[config.mk]
export PLATFORM = sky130hd
export DESIGN_NAME = inst_encoder
export DESIGN_NICKNAME = d
export VERILOG_FILES = /design/src/rtl/inst_encoder_pkg.sv /design/src/rtl/inst_encoder_pack.sv /design/src/rtl/inst_encoder.sv
export SDC_FILE = /design/constraint.sdc
export NUM_CORES = 1
export LEC_CHECK = 0
export CAP_MARGIN = 0
export CORE_UTILIZATION = 51
export DETAILED_ROUTE_END_ITERATION = 10
export PLACE_DENSITY = 0.81
export SYNTH_ARGS = -nofsm -noshare
export SYNTH_HDL_FRONTEND = slang
export SYNTH_SLANG_ARGS = --single-unit
[constraint.sdc]
create_clock -name clk -period 2.4 [get_ports clk]
set_input_delay 0.36 -clock clk [delete_from_list [all_inputs] [get_ports clk]]
set_output_delay 0.36 -clock clk [all_outputs]
set_load 0.01 [all_outputs]
[src/rtl/inst_encoder_pkg.sv]
// Shared format codes, request record and immediate range helper for the
// RISC-V instruction encoder.
package inst_encoder_pkg;

    localparam logic [2:0] TYPE_I = 3'd0;
    localparam logic [2:0] TYPE_S = 3'd1;
    localparam logic [2:0] TYPE_B = 3'd2;
    localparam logic [2:0] TYPE_U = 3'd3;
    localparam logic [2:0] TYPE_J = 3'd4;
    localparam logic [2:0] TYPE_R = 3'd5;

    typedef struct packed {
        logic [2:0]  itype;
        logic [6:0]  opcode;
        logic [4:0]  rd;
        logic [4:0]  rs1;
        logic [4:0]  rs2;
        logic [2:0]  funct3;
        logic [6:0]  funct7;
        logic [31:0] imm;
    } enc_req_t;

    // True when imm[31:msb] are all equal, i.e. imm is a sign extension of imm[msb:0].
    function automatic logic imm_fits(input logic [31:0] imm, input logic [4:0] msb);
        logic [31:0] hi;
        hi = $unsigned($signed(imm) >>> msb);
        return (hi == '0) || (hi == '1);
    endfunction

endpackage

[src/rtl/inst_encoder_pack.sv]
// Combinational instruction packing and immediate representability check.
module inst_pack
    import inst_encoder_pkg::*;
(
    input  logic [2:0]  itype,
    input  logic [6:0]  opcode,
    input  logic [4:0]  rd,
    input  logic [4:0]  rs1,
    input  logic [4:0]  rs2,
    input  logic [2:0]  funct3,
    input  logic [6:0]  funct7,
    input  logic [31:0] imm,
    output logic [31:0] inst,
    output logic        err
);

    always_comb begin
        inst = '0;
        err  = 1'b0;
        case (itype)
            TYPE_R: inst = {funct7, rs2, rs1, funct3, rd, opcode};
            TYPE_I: begin
                inst = {imm[11:0], rs1, funct3, rd, opcode};
                err  = !imm_fits(imm, 5'd11);
            end
            TYPE_S: begin
                inst = {imm[11:5], rs2, rs1, funct3, imm[4:0], opcode};
                err  = !imm_fits(imm, 5'd11);
            end
            TYPE_B: begin
                inst = {imm[12], imm[10:5], rs2, rs1, funct3, imm[4:1], imm[11], opcode};
                err  = imm[0] || !imm_fits(imm, 5'd12);
            end
            TYPE_U: begin
                inst = {imm[31:12], rd, opcode};
                err  = |imm[11:0];
            end
            TYPE_J: begin
                inst = {imm[20], imm[10:1], imm[11], imm[19:12], rd, opcode};
                err  = imm[0] || !imm_fits(imm, 5'd20);
            end
            default: begin
                inst = '0;
                err  = 1'b1;
            end
        endcase
    end

endmodule

[src/rtl/inst_encoder.sv]
// Two-stage valid/ready RISC-V instruction encoder with saturating error count.
module inst_encoder
    import inst_encoder_pkg::*;
(
    input  logic        clk,
    input  logic        rst_n,
    input  logic        in_valid,
    output logic        in_ready,
    input  logic [2:0]  in_type,
    input  logic [6:0]  in_opcode,
    input  logic [4:0]  in_rd,
    input  logic [4:0]  in_rs1,
    input  logic [4:0]  in_rs2,
    input  logic [2:0]  in_funct3,
    input  logic [6:0]  in_funct7,
    input  logic [31:0] in_imm,
    output logic        out_valid,
    input  logic        out_ready,
    output logic [31:0] out_inst,
    output logic        out_err,
    output logic [15:0] err_cnt
);

    enc_req_t    s1_req;
    logic        s1_valid;
    logic        advance;
    logic        in_fire;
    logic [31:0] pack_inst;
    logic        pack_err;

    assign advance  = !out_valid || out_ready;
    assign in_ready = !s1_valid || advance;
    assign in_fire  = in_valid && in_ready;

    // S1 registers the raw request so nothing combinational reaches the outputs from in_*.
    always_ff @(posedge clk or negedge rst_n) begin
        if (!rst_n) begin
            s1_valid <= 1'b0;
            s1_req   <= '0;
        end else if (in_fire) begin
            s1_valid <= 1'b1;
            s1_req   <= '{itype:  in_type,
                          opcode: in_opcode,
                          rd:     in_rd,
                          rs1:    in_rs1,
                          rs2:    in_rs2,
                          funct3: in_funct3,
                          funct7: in_funct7,
                          imm:    in_imm};
        end else if (advance) begin
            s1_valid <= 1'b0;
        end
    end

    inst_pack u_pack (
        .itype  (s1_req.itype),
        .opcode (s1_req.opcode),
        .rd     (s1_req.rd),
        .rs1    (s1_req.rs1),
        .rs2    (s1_req.rs2),
        .funct3 (s1_req.funct3),
        .funct7 (s1_req.funct7),
        .imm    (s1_req.imm),
        .inst   (pack_inst),
        .err    (pack_err)
    );

    always_ff @(posedge clk or negedge rst_n) begin
        if (!rst_n) begin
            out_valid <= 1'b0;
            out_inst  <= '0;
            out_err   <= 1'b0;
        end else if (advance) begin
            out_valid <= s1_valid;
            if (s1_valid) begin
                out_inst <= pack_inst;
                out_err  <= pack_err;
            end
        end
    end

    always_ff @(posedge clk or negedge rst_n) begin
        if (!rst_n) begin
            err_cnt <= '0;
        end else if (out_valid && out_ready && out_err && (err_cnt != 16'hFFFF)) begin
            err_cnt <= err_cnt + 16'd1;
        end
    end

endmodule
# ---- Word-level counts from Yosys, hierarchy flattened
# Index checks and enable logic that the tools add are counted.
dict set report op_classes {
  reduce_logical 24
  n_eq_ne 9
  muxes 4
  add_sub_neg 1
}
# op count
set ops {}
lappend ops {{one-hot mux 32 bit (6 select lines)} 1}
lappend ops {{equality test 32 bit, second input constant} 3}
lappend ops {{logical NOT 32 bit} 3}
lappend ops {{adder 16 x 1 -> 16 bit, second input constant} 1}
lappend ops {{!= test 16 bit, second input constant} 1}
lappend ops {{OR reduction 12 bit} 1}
lappend ops {{logical OR 1 bit} 7}
lappend ops {{equality test 3 x 2 -> 1 bit, second input constant} 2}
lappend ops {{equality test 3 bit, second input constant} 2}
lappend ops {{logical NOT 1 bit} 5}
lappend ops {{one-hot mux 1 bit (5 select lines)} 1}
lappend ops {{logical AND 1 bit} 4}
lappend ops {{equality test 3 x 1 -> 1 bit, second input constant} 1}
lappend ops {{logical NOT 3 bit} 1}
lappend ops {{2-to-1 mux 1 bit} 2}
lappend ops {{AND reduction 2 bit} 1}
lappend ops {{nonzero test 2 bit} 1}
lappend ops {{OR reduction 2 bit} 1}
dict set report totals {
  wordCells 51
  out_inout_bits 51
  input_bits 71
  regBits 118
}

# ---- Longest topological paths before layout
dict set report depth {
  word_depth 5
  ltp_mapped 7
  ltp_nobuf 6
}

# ---- Modules after synthesis
# From an unflattened synthesis, not the netlist that was laid out.
dict set report hier_totals {
  hier_cells 438
  area_unflattened_um2 5499.0
}
# module area_per_inst_um2 n_inst seq_area_each_um2 cells_each
set modules_own_cells {}
lappend modules_own_cells {inst_encoder 4564.4 1 2952.8 290}
lappend modules_own_cells {inst_pack 934.6 1 0.0 148}

# ---- Worst setup path before layout
# No wires, ideal clock.
dict set report synth_path {
  kind {reg-to-reg}
  startpoint {register err_cnt[0]}
  endpoint {register err_cnt[15]}
  period_less_slack_ps 1812
  setup_time_ps 125
  path_slack_ps 588
  required_time_ps 2275
  path_buffers 1
  path_stages_with_launch 8
  arrival_time_ps 1687
  cell_sequence {dfrtp_1 > ha_1 > and3_1 > buf_6 > nor4b_4 > a211oi_4 > nand4_1 > xnor2_1}
}
dict set report synth_between {
  elab_chain_cells 2
  elab_cells_between_ends 3
  cone_classes {1 x add/sub; 1 x eq/ne; 1 x reduce/logical}
}
# item line
set synth_rtl {}
lappend synth_rtl {{from (decl)} inst_encoder.sv:21} ;# output logic [15:0] err_cnt
lappend synth_rtl {{from (signal assigned)} inst_encoder.sv:86} ;# err_cnt <= err_cnt + 16'd1;
lappend synth_rtl {{branches (longest 2 deep; another with adder 16 x 1 -> 16 bit)} --}
# Parallel ways; which one is timed is not known.
# A chain may end at the register's enable or synchronous reset.

# ---- Worst setup path in the final report
dict set report layout_path {
  startpoint {register out_valid}
  endpoint {output in_ready}
}
dict set report layout_between {
  elab_chain_cells 3
}
# item line
set layout_rtl {}
lappend layout_rtl {{from (decl)} inst_encoder.sv:17} ;# output logic out_valid,
lappend layout_rtl {{from (signal assigned)} inst_encoder.sv:74} ;# out_valid <= s1_valid;
lappend layout_rtl {{logical NOT 1 bit} inst_encoder.sv:31} ;# assign advance = !out_valid || out_ready;
lappend layout_rtl {{logical OR 1 bit} inst_encoder.sv:31}
lappend layout_rtl {{logical OR 1 bit} inst_encoder.sv:32} ;# assign in_ready = !s1_valid || advance;
lappend layout_rtl {{to (decl)} inst_encoder.sv:8} ;# output logic in_ready,
# No other way between the ends.

==> flow_summary_export.csv <==
group,metric,value,unit
cts,cts-root-buf,"clkbuf_8",
detailed_routing,drcViolationCount,0,
synthesis,synth-edff-count,0,
synthesis,synth-main-ff-cell,"dfrtp_1",
finish,layout.cells.most_common,"clkdlybuf4s50_1",
grt,grt_pass1_wl,21100,um
detailed_routing,via_per_inst,5.59,
power,internal_power,4740,uW
detailed_routing,wl_met1,5770,um
power,p_comb_share,24.2,%
finish,fillers,702,
setup_path,path_cells,"nand3b_1 -> clkdlybuf4s50_1",
timing,fin_skew,9.02,ps
finish,nNetsFinal,654,
power,switchingPower,1870,uW
setup_path,critPathArrivalTime,1660,ps
timing,post-route-min-period,2020,ps
grt,grt-ovfl-total,0,
timing,fmax,495,MHz
finish,regArea,2950,um2
placed_design,gp_congestion,0.852,
timing,slew_viol_final,0,
die,core,10300,um2
power,vdd_drop_max,0.000454,V
detailed_routing,wl_met3,595,um
power,seq_power_share,40.6,%
setup_path,slowest_delay,580,ps
cts,clock_latency,510,ps
synthesis,syn_nets,531,
grt,first_global_vias,4167,
detailed_routing,drtIter0Drc,279,
setup_path,cp_data_required_time,2040,ps
detailed_routing,ant_nets,0,
detailed_routing,maxUsedRoutingLayer,"met4",
cts,cts_tree,"yes",
die,design.die.area,11100,um2
timing,worst_slack,381,ps
timing,setup_viol,0,
detailed_routing,wire_per_inst,17.5,um
setup_path,cp_max_fo,4,
placed_design,detailedPlace.worstSlack,377,ps
cts,cts_buffers,17,
job,drv_cap,0,
synthesis,avgSynthCellArea,11.8,um2
die,start_util,52.7,%
cts,path_clk_slew,50,ps
setup_path,crit_path_start_kind,"register",
timing,finalSetupTns,0,ps
setup_path,crit_family,"buffers and inverters",
timing,slew_headroom,54.8,%
die,die_h,105,um
grt,grt_max_degree,68,
cts,clock_sinks,118,
worst_hold_path,hp-class,"input pin to async pin",
timing,period_share,84.1,%
detailed_routing,wl_met2,6200,um
power,power.density,899,nW/um2
detailed_routing,drtPass1Iterations,5,
detailed_routing,routed_wl,12800,um
finish,antenna_cells,0,
detailed_routing,vias,4074,
synthesis,synth_cells,459,
die,rows,37,
power,swShare,28.3,%
power,p_leak,0.00302,uW
cts,cts_buffer_depth,2,
finish,drive_gt1_share,19.7,%
die,die_w,105,um
timing,hold_violations,0,
synthesis,ys_seq_area_share,54.3,%
setup_path,critPathSlowestCell,"clkdlybuf4s50_1",
setup_path,crit_type,"register to primary output",
run_status,status,"complete, no violations",
synthesis,synth_area,5440,um2
cts,cts-htree-levels,4,
die,top_level_ports,122,
placed_design,port_buffers,121,
placed_design,hpwlAfterDp,8730,um
synthesis,ys_ff_latch,118,
finish,multi_input_area,2340,um2
finish,layout-area-overhead-vs-synth,35.3,%
synthesis,synthArstFlopShare,100,%
synthesis,synth_cell_types,40,
timing,worst_pin_slew,677,ps
power,clock_power_share,35.2,%
grt,antenna_found_initial,0,
finish,final_cell_mix,"120 x clkdlybuf4s50_1, 118 x dfrtp_1, 72 x mux2_2, 40 x nand2_1, 24 x o21ai_0",
grt,track_usage,24.8,%
setup_path,critPathCaptureType,"primary output",
synthesis,ys_warn_count,0,
setup_path,crit_buf_inv,1,
timing,rsz0062_at_grt,"false",
## power groups by stage
| stage | Sequential, uW | Combinational [uW] | Clock [uW] |
|---|---|---|---|
| finish | 2690 | 1600 | 2330 |
| global route | 2740 | 1730 | 2450 |
| CTS | 2680 | 1610 | 2360 |
| detailed placement | 2700 | 1580 | 0 |
| global placement | 2690 | 1540 | 0 |
| floorplan | 2720 | 767 | 0 |
## per-stage QoR
step                hold slack (ps)  total power [uW]  cell area (um2)  utilization, %  instances
floorplan                      64.4              3490             5440               -        459
global placement                395              4230             6800            65.9        698
detailed placement              401              4290             6800            65.9        698
CTS                             404              6650             7360            71.3        729
global route                    442              6920             7360            71.3        729
finish                          393              6610             7360            71.3        729
## flip-flops by register name, indices dropped and copies added, names as in the netlist
| name | flops |
|---|---|
| s1_req | 67 |
| out_inst | 32 |
| err_cnt | 16 |
| out_err | 1 |
| out_valid | 1 |
| s1_valid | 1 |
## kinds of logic after synthesis
group,Yosys count,share of synthesized area [%]
AO/OA/AOI/OAI,88,11.2
XOR/XNOR,14,2.25
adder cells (fa/ha/maj),1,0.230
buffers and inverters,32,2.65
flip-flops,118,54.3
multiplexers,86,17.6
AND/OR/NAND/NOR,120,11.8
## routing by layer
| metal | track usage (%) | vias to the layer above |
|---|---|---|
| met1 | 33.5 | 2000 |
| met4 | 10.6 | 0 |
| met2 | 39.2 | 137 |
| met3 | 4.95 | 16 |
| li1 | - | 1921 |
| met5 | 0 | - |
## area by class of cell
class                           count  share of cell area, %
Clock inverter                     10                   1.46
Sequential cell                   118                   40.1
Inverter                            4                  0.204
Clock buffer                       20                   5.92
Timing Repair Buffer              132                   18.1
Multi-Input combinational cell    309                   31.9
Tap cell                          136                   2.31
## cell usage after synthesis, drive strengths merged (2+ instances only)
master	number	area share, %
o211ai	3	0.41
and3	3	0.35
mux2	73	15
xnor2	13	2.1
nand2	41	2.8
mux2i	13	2.4
nor3	3	0.28
inv	4	0.28
nor2	10	0.69
nor2b	17	2.0
o21a	10	1.4
nand3	12	1.3
and2	2	0.23
a21oi	16	1.7
dfrtp	118	54
o21ai	24	2.2
o221ai	15	2.4
nand4	14	1.6
buf	15	1.5
nand2b	5	0.58
or4	2	0.28
nor4	7	0.81
o22a	4	0.64
clkbuf	13	0.90
a22oi	12	1.7
## timing repair
| item | in CTS | in global routing |
|---|---|---|
| setup buffers | 0 | 0 |
| resized for setup | 0 | 0 |
| endpoints found under the hold margin | 44 | 0 |
| hold buffers | 1 | 0 |
## path summary, 6_finish.rpt
kind / startpoint / endpoint / slack (ps) / depth (start not counted)
max: out_valid / in_ready / 380 / 2
min: rst_n / out_inst[10] / 390 / 2
max reg2reg: err_cnt[1] / err_cnt[1] / 450 / 5
min reg2reg: out_inst[6] / out_inst[6] / 470 / 2
max in group asynchronous: rst_n / s1_req[14] / 1320 / 3
min in group clk: in_imm[13] / s1_req[13] / 450 / 2
(Power assumes the default switching activity.)
